<file path="src/rtl/uart_arb_pkg.sv">
// Shared types and constants for the two-source UART transmit arbiter.
package uart_arb_pkg;

    typedef enum logic [1:0] {
        IDLE = 2'd0,
        OWN0 = 2'd1,
        OWN1 = 2'd2
    } arb_state_t;

    localparam int ARB_NREQ            = 2;
    localparam int ARB_TIMEOUT_DEFAULT = 255;

    // Keeps the idle counter at least one bit wide when the timeout is disabled.
    function automatic int arb_cnt_width(input int timeout);
        return (timeout < 1) ? 1 : $clog2(timeout + 1);
    endfunction

endpackage

</file>
<file path="src/rtl/axis_out_reg.sv">
// One-deep 8-bit valid/ready output register feeding the UART transmitter.
module axis_out_reg (
    input  logic       clk,
    input  logic       rst,
    input  logic       load,
    input  logic [7:0] load_data,
    input  logic       m_tready,
    output logic [7:0] m_tdata,
    output logic       m_tvalid,
    output logic       free
);

    // Free when empty or draining this cycle, so load and drain can overlap.
    assign free = !m_tvalid || m_tready;

    always_ff @(posedge clk or posedge rst) begin
        if (rst) begin
            m_tdata  <= 8'h00;
            m_tvalid <= 1'b0;
        end else if (load) begin
            m_tdata  <= load_data;
            m_tvalid <= 1'b1;
        end else if (m_tready) begin
            m_tvalid <= 1'b0;
        end
    end

endmodule

</file>
<file path="src/rtl/uart_tx_arbiter.sv">
// Packet-locked round-robin arbiter between two byte sources and one UART
// transmitter input; a grant is dropped if its owner goes quiet mid-packet.
module uart_tx_arbiter
    import uart_arb_pkg::*;
#(
    parameter int TIMEOUT = ARB_TIMEOUT_DEFAULT
) (
    input  logic       clk,
    input  logic       rst,
    input  logic [7:0] s0_tdata,
    input  logic       s0_tvalid,
    input  logic       s0_tlast,
    output logic       s0_tready,
    input  logic [7:0] s1_tdata,
    input  logic       s1_tvalid,
    input  logic       s1_tlast,
    output logic       s1_tready,
    output logic [7:0] m_tdata,
    output logic       m_tvalid,
    input  logic       m_tready,
    output logic [1:0] grant,
    output logic       timeout_pulse
);

    localparam int              CW       = arb_cnt_width(TIMEOUT);
    localparam logic [CW-1:0]   CNT_MAX  = CW'(TIMEOUT);
    localparam logic [CW-1:0]   CNT_FIRE = CW'(TIMEOUT - 1);

    arb_state_t            state, state_next;
    logic                  last_owner;
    logic [CW-1:0]         cnt;
    logic [ARB_NREQ-1:0]   req_valid, req_last;
    logic                  owned, owner;
    logic                  sel_valid, sel_last;
    logic [7:0]            sel_data;
    logic                  out_free, accept, pkt_end, fire;

    assign req_valid = {s1_tvalid, s0_tvalid};
    assign req_last  = {s1_tlast, s0_tlast};
    assign owned     = (state != IDLE);
    assign owner     = (state == OWN1);
    assign sel_valid = req_valid[owner];
    assign sel_last  = req_last[owner];
    assign sel_data  = owner ? s1_tdata : s0_tdata;
    assign accept    = owned && sel_valid && out_free;
    assign pkt_end   = accept && sel_last;
    // Fires on the TIMEOUT-th empty owner cycle, so IDLE follows immediately.
    assign fire      = owned && (TIMEOUT != 0) && !sel_valid && (cnt == CNT_FIRE);

    always_ff @(posedge clk or posedge rst) begin
        if (rst) state <= IDLE;
        else     state <= state_next;
    end

    always_comb begin
        state_next = state;
        case (state)
            IDLE: begin
                if (s0_tvalid && s1_tvalid) state_next = last_owner ? OWN0 : OWN1;
                else if (s0_tvalid)         state_next = OWN0;
                else if (s1_tvalid)         state_next = OWN1;
            end
            OWN0, OWN1: begin
                if (pkt_end || fire) state_next = IDLE;
            end
            default: state_next = IDLE;
        endcase
    end

    always_comb begin
        s0_tready = (state == OWN0) && out_free;
        s1_tready = (state == OWN1) && out_free;
        grant     = {state == OWN1, state == OWN0};
    end

    always_ff @(posedge clk or posedge rst) begin
        if (rst) begin
            last_owner    <= 1'b1;
            cnt           <= '0;
            timeout_pulse <= 1'b0;
        end else begin
            timeout_pulse <= fire;
            if (pkt_end || fire) last_owner <= owner;
            // Backpressure with valid held high neither counts nor clears.
            if (!owned || accept)                   cnt <= '0;
            else if (!sel_valid && cnt != CNT_MAX) cnt <= cnt + 1'b1;
        end
    end

    axis_out_reg u_out (
        .clk       (clk),
        .rst       (rst),
        .load      (accept),
        .load_data (sel_data),
        .m_tready  (m_tready),
        .m_tdata   (m_tdata),
        .m_tvalid  (m_tvalid),
        .free      (out_free)
    );

endmodule

</file>
<file path="config.mk">
export PLATFORM = sky130hd
export DESIGN_NAME = uart_tx_arbiter
export DESIGN_NICKNAME = d
export VERILOG_FILES = /design/src/rtl/uart_arb_pkg.sv /design/src/rtl/axis_out_reg.sv /design/src/rtl/uart_tx_arbiter.sv
export SDC_FILE = /design/constraint.sdc
export NUM_CORES = 1
export LEC_CHECK = 0
export CORE_MARGIN = 4
export CORE_UTILIZATION = 45
export DETAILED_ROUTE_END_ITERATION = 6
export DONT_BUFFER_PORTS = 1
export PLACE_DENSITY_LB_ADDON = 0.2
export SLEW_MARGIN = 20
export SYNTH_ARGS = -nofsm -noshare
export SYNTH_HDL_FRONTEND = slang
export SYNTH_HIERARCHICAL = 1
export SYNTH_SLANG_ARGS = --single-unit
export TNS_END_PERCENT = 100
</file>
<file path="constraint.sdc">
create_clock -name clk -period 3.5 [get_ports clk]
set_input_delay 0.35 -clock clk [delete_from_list [all_inputs] [get_ports clk]]
set_output_delay 0.35 -clock clk [all_outputs]
set_load 0.05 [all_outputs]
</file>
==> impl_results.md, run 1 <==
- Syn_area_per_cell: 11.32 µm²
- Hold Vio Cnt, Final: 0
- Vias/cell: 5.721
- Final routed DRC violation total: 0
- Leak pwr: 0.5519 nW
- R2r worst-path depth: 5
- R2R Path Start: u_out/m_tvalid
- Crit path to: cnt[7]
- DP Wirelength: 1733 µm
- Fin Setup TNS: 0 ps
- Max Fclk: 415.7 MHz
- 1st-iter DRT viols: 15
- Slew of the pin with the lowest slew margin: 979.2 ps
- Place WS: 1044 ps
- RSZ-0062 raised after global routing: false
- First-pass DRT Iterations: 2
- Die Height: 60.12 µm
- Worst VDD drop: 754.3 µV
- Power Internal: 0.6289 mW
- GR Util met2: 0.2269
- Clock network fraction of total power: 0.091
- Setup ws final: 1094 ps
- Inserted Diodes: 0
- Library cells used by synthesis: 34
- Fin nets: 139
- Setup Skew: 4.047 ps
- Reg clk slew, reported paths: 120 ps
- Crit path cell chain: nand2b_1 > nand2b_1 > nor2_1 > or2_0 > o41ai_1
- Layer with the highest usage: met2
- Power density cells: 979.7 nW/µm²
- Tot Pwr: 1.252 mW
- Max-Cap Viols: 0
- Minimum clock period: 2406 ps
- Htree depth: 1
- Post-Route WL: 2261 µm
- Routed WL per cell: 16.15 µm
- Cell area after synthesis: 1222 µm²
- Largest net degree at the start of global routing: 14
- Fraction of layout cells with a size suffix above 1: 0.2364
- Overall Global Routing Usage: 0.1352
- Clk_lat worst skew: 300 ps
- Die Footprint: 3614 µm²
- Sequential fraction of the synthesis area: 0.4309
- CTS tree: built
- Delay of the slowest cell on the worst path: 750 ps
- Core area: 2545 µm²
- Crit end category: flip-flop
- R2r setup slk: 1090 ps
- First-pass GRT wire length: 3650 µm
- HP Start: s0_tvalid
- Final setup fails: 0
- Initial antenna violation count: 0
- Met3 global-route usage: 0.05184
- Critical path type: reg -> reg
- Yosys top cell area share: 0.4094
- Final hold slack: 202.7 ps
- Net Count, Synth: 136
- Switching Share: 0.4975
- Routability Congestion: 0.7743
- Relative slew slack: 0.3448
- Crit path from: u_out/m_tvalid
- Critical path peak fanout: 10
- Worst hold path type: in -> reg
- Critical path startpoint category: flip-flop
- Total gr overflow: 0
- Root Buffer: clkbuf_4
- Req. time, crit path: 3680 ps
- Number of global-route vias before repair: 819
- Final Slew Violations: 0
- Top cells by area, synth: dfrtp_1 41%, mux2_4 9.8%, mux2_2 9.2%, ha_1 5.1%, nand2b_1 2.6%
- Ys Warns: 6
- Final Cycle Share: 0.6874
- Rows: 18
- Critical-path top delay cell: nor2_1
- Combinational group share of total power: 0.452
- Initial Util: 0.4803
- Via count: 801
- Clock sink count: 21
- ANT nets after route: 0
- I/O pin total: 37
- Die Width: 60.12 µm
- Worst reg2reg endpoint: cnt[7]
- Synth Register Bits: 21
- Post-synthesis cell count: 108
- Area growth syn-to-layout: 4.504%
- Cts bufs inserted: 3
- Final-layout fill cell count: 220
- Cell taking the most area after synthesis: dfrtp_1
- P_sw: 0.6226 mW
- Crit-path most repeated cell: nand2b_1
- PortBufs: 0
- Cts hold-fix bufs: 1
- Number of setup buffers added after CTS: 0
- Sequential power share: 0.456
- Status: finished, final reports clean
- Crit path DAT: 2590 ps
- Clk buf depth: 2
- GRT met1 Usage: 0.1571
- Cts repair resizes: 0
## stage by stage
stage	area [µm²]	util	instances
6_report	1277	0.5020	140
5_1_grt	1277	0.5020	140
4_1_cts	1277	0.5020	140
3_5_place_dp	1240	0.4872	135
3_3_place_gp	1240	0.4872	135
2_1_floorplan	1222	-	108
## state kept, by name (all words and copies together), names as in the netlist
| name | count |
|---|---|
| timeout_pulse | 1 |
| state | 2 |
| u_out/m_tvalid | 1 |
| last_owner | 1 |
| u_out/m_tdata | 8 |
| cnt | 8 |
## cell usage in the layout (no fill, tap or decap), types with 3 or more instances in the layout
cell type and instances:
nand2b_1 5, inv_1 6, mux2i_1 3, nor2_1 7, nor3_1 3, a21oi_1 5
mux2_4 8, nand2_1 5, dfrtp_1 20, clkbuf_4 3, and2_1 4, mux2_2 10
ha_1 5
## worst min path at each step
stage                             endpoint  slack [ps]  cells past startpoint
after global routing              state[0]         190                      2
after global placement    u_out/m_tdata[7]         210                      1
after detailed placement  u_out/m_tdata[7]         220                      1
after floorplan           u_out/m_tdata[0]         180                      1
after CTS                         state[0]         190                      2
final                             state[0]         200                      2
## worst max-delay path: cells and delay by family, from the launching register on
| family | cells | cell delay [ps] |
|---|---|---|
| simple gates | 4 | 1580 |
| flops | 1 | 570 |
| compound gates | 1 | 130 |
## synth_stat cells (all sizes together)
cell,n
dfrtp,20
mux2,18
nor2,7
inv,6
a21oi,5
ha,5
nand2,5
nand2b,5
and2,4
mux2i,4
buf,3
nor3,3
a211oi,2
nand4,2
o21ai,2
or3,2
xnor2,2
a31oi,1
and4,1
clkbuf,1
dfstp,1
nand3,1
nor4,1
o2111ai,1
o311ai,1
o31ai,1
o41ai,1
or2,1
or4,1
xor2,1
## power groups by stage
| stage | clock network [mW] | logic [mW] | registers (mW) |
|---|---|---|---|
| after floorplan | 0 | 0.521 | 0.561 |
| after global placement | 0 | 0.560 | 0.578 |
| after detailed placement | 0 | 0.573 | 0.576 |
| after CTS | 0.121 | 0.576 | 0.573 |
| after global routing | 0.131 | 0.611 | 0.582 |
| final | 0.114 | 0.566 | 0.571 |
## per-layer routing
metal | part of all wire | vias up
li1 | - | 388
met1 | 0.44 | 384
met2 | 0.49 | 25
met3 | 0.060 | 4
met4 | 0.013 | 0
met5 | 0 | -
## layout make-up
| cell class | instances | area (µm²) | area share |
|---|---|---|---|
| Sequential cell | 21 | 526.8 | 0.4123 |
| Inverter | 6 | 22.52 | 0.01763 |
| Clock buffer | 3 | 22.52 | 0.01763 |
| Tap cell | 30 | 37.54 | 0.02938 |
| Clock inverter | 1 | 5.005 | 0.003918 |
| Multi-Input combinational cell | 77 | 645.6 | 0.5054 |
| Timing Repair Buffer | 2 | 17.52 | 0.01371 |
## cell families after synthesis
family | Yosys count | synth area share
AOI/OAI and AO/OA | 14 | 0.07370
buffers and inverters | 10 | 0.04094
xor gates and xnor gates | 3 | 0.02150
and+or+nand+nor | 33 | 0.1556
muxes | 22 | 0.2262
DFF | 21 | 0.4309
adders and majority gates | 5 | 0.05118
Note: power is estimated with default switching activity, not from simulation.
==> run 2, diff against run 1 <==
==> constraint.sdc (replaced) <==
create_clock -name clk -period 2 [get_ports clk]
set_input_delay 0.2 -clock clk [delete_from_list [all_inputs] [get_ports clk]]
set_output_delay 0.2 -clock clk [all_outputs]
set_load 0.05 [all_outputs]
==> impl_results.md, run 2 (synthesis results as in run 1) <==
- Status: finished, final reports clean
- ANT nets after route: 0 (unchanged)
- Combinational group share of total power: 0.511 (+0.059)
- Minimum clock period: 1930 ps (-475.4 ps)
- Die Width: 60.12 µm (unchanged)
- Via count: 852 (+6.4%)
- Most frequent cells in the layout: 20 x dfrtp_1, 10 x mux2_2, 9 x buf_4
- Inserted Diodes: 0 (unchanged)
- CTS tree: built
- Worst VDD drop: 1326 µV (+76%)
- Die Footprint: 3614 µm² (unchanged)
- DP Wirelength: 1853 µm (+6.9%)
- Area growth syn-to-layout: 13.10%
- PortBufs: 0 (unchanged)
- I/O pin total: 37 (unchanged)
- Crit path DAT: 2180 ps (-410 ps)
- HP Start: s0_tvalid
- Setup ws final: 69.61 ps (-1025 ps)
- Vias/cell: 5.718 (about the same)
- Critical-path top delay cell: or4_1
- Critical path startpoint category: flip-flop
- Die Height: 60.12 µm (unchanged)
- Post-Route WL: 2362 µm (+4.5%)
- Placed Area: 1320 µm² (+6.5%)
- First-pass GRT wire length: 3864 µm (+5.9%)
- Number of global-route vias before repair: 849 (+3.7%)
- Crit path cell chain: inv_1 > ha_2 > mux2i_4 > nand4_1 > or4_1 > a21oi_1
- Biggest regs: cnt: 8 flops, u_out/m_tdata: 8 flops, state: 2 flops
- Setup Skew: 14.38 ps (+10.34 ps)
- Total gr overflow: 0 (unchanged)
- Power Internal: 1.268 mW (+100%)
- Final Slew Violations: 0 (unchanged)
- Clk buf depth: 2 (unchanged)
- Max Fclk: 518.0 MHz (+25%)
- Clock sink count: 21 (unchanged)
- Fraction of layout cells with a size suffix above 1: 0.3193 (+0.08296)
- Power density cells: 1751 nW/µm² (+79%)
- Htree depth: 1 (unchanged)
- Clk_lat worst skew: 310 ps (about the same)
- Core area: 2545 µm² (unchanged)
- Final Cycle Share: 0.9652 (+0.2778)
- Delay of the slowest cell on the worst path: 460 ps (-290 ps)
- Hold Vio Cnt, Final: 0 (unchanged)
- R2R Path Start: state[0]
- Crit path from: state[0]
- Largest net degree at the start of global routing: 14 (unchanged)
- Switching Share: 0.4762 (-0.02131)
- Final hold slack: 47.63 ps (-155.1 ps)
- Req. time, crit path: 2250 ps (-1430 ps)
- Root Buffer: clkbuf_4
- RSZ-0062 raised after global routing: true
- Reg clk slew, reported paths: 130 ps (about the same)
- Initial antenna violation count: 0 (unchanged)
- Overall Global Routing Usage: 0.1424 (+0.007202)
- Initial Util: 0.4803 (unchanged)
- Rows: 18 (unchanged)
- Slew of the pin with the lowest slew margin: 499.4 ps (-479.8 ps)
- Final-layout fill cell count: 233 (+5.9%)
- Design area: 1383 µm² (+8.2%)
- Clock network fraction of total power: 0.087 (-0.004)
- Relative slew slack: 0.6645 (+0.3197)
- Final routed DRC violation total: 0 (unchanged)
- Fin Setup TNS: 0 ps (unchanged)
- Sequential power share: 0.402 (-0.054)
- P_sw: 1.153 mW (+85%)
- Max-Cap Viols: 0 (unchanged)
- Routed WL per cell: 15.85 µm (-1.8%)
- Critical path peak fanout: 6 (-4)
- Final setup fails: 0 (unchanged)
- Commonest non-fill, non-tap cell in the layout: dfrtp_1
- 1st-iter DRT viols: 31 (+16)
- Cts bufs inserted: 3 (unchanged)
- Leak pwr: 0.6001 nW (+8.7%)
- Critical path type: reg -> reg
- First-pass DRT Iterations: 4 (+2)
- Fin nets: 148 (+6.5%)
- Routability Congestion: 0.8190 (+5.8%)
- Place WS: 53.54 ps (-990.8 ps)
- Worst hold path type: in -> reg
- Crit end category: flip-flop
run 2: layout make-up:
cell class	instances	area [µm²]	area share
Clock buffer	3	22.52	0.01629
Clock inverter	1	7.507	0.005430
Inverter	6	22.52	0.01629
Multi-Input combinational cell	77	668.1	0.4833
Sequential cell	21	526.8	0.3810
Tap cell	30	37.54	0.02715
Timing Repair Buffer	11	97.59	0.07059
run 2: metal layers:
layer,GRT usage,wire length (µm),share of wire
met1,0.1803,931,0.39
met5,0,0,0
met4,0.02848,15,0.0064
met2,0.2361,1241,0.53
met3,0.04752,173,0.073
run 2: power groups by stage:
| stage | clock network [mW] | registers (mW) | logic (mW) |
|---|---|---|---|
| floorplan | 0 | 0.982 | 0.911 |
| global placement | 0 | 0.977 | 1.19 |
| detailed placement | 0 | 0.981 | 1.22 |
| CTS | 0.217 | 0.976 | 1.23 |
| global route | 0.236 | 0.990 | 1.36 |
| finish | 0.212 | 0.972 | 1.24 |
run 2: final timing paths:
| check | slack [ps] | cells after the start | end |
|---|---|---|---|
| worst max-delay path | 70 | 6 | cnt[5] |
| worst min-delay path | 50 | 2 | state[0] |
| worst max register to register | 70 | 6 | cnt[5] |
| worst min register to register | 520 | 1 | cnt[7] |
| max in group asynchronous | 1290 | 2 | last_owner |
| min in group asynchronous | 280 | 2 | u_out/m_tdata[4] |
run 2: critical path, delay by kind of cell, from the launching register on:
kind	cells	cell delay, ps
compound gates	1	160
fa+ha+maj	1	240
buf+inv	1	100
flops	1	400
mux	1	280
simple gates	2	690
run 2: timing repair:
item,in CTS,in global routing
resized for setup,0,5
setup endpoints to repair,0,7
hold buffers,1,0
endpoints found under the hold margin,20,0
buffers inserted,0,0
run 2: per-stage QoR:
stage          power, mW  cells  utilization
2_1_floorplan      1.894    108            -
3_3_place_gp       2.172    144       0.5187
3_5_place_dp       2.205    144       0.5187
4_1_cts            2.418    149       0.5344
5_1_grt            2.580    149       0.5433
6_report           2.421    149       0.5433
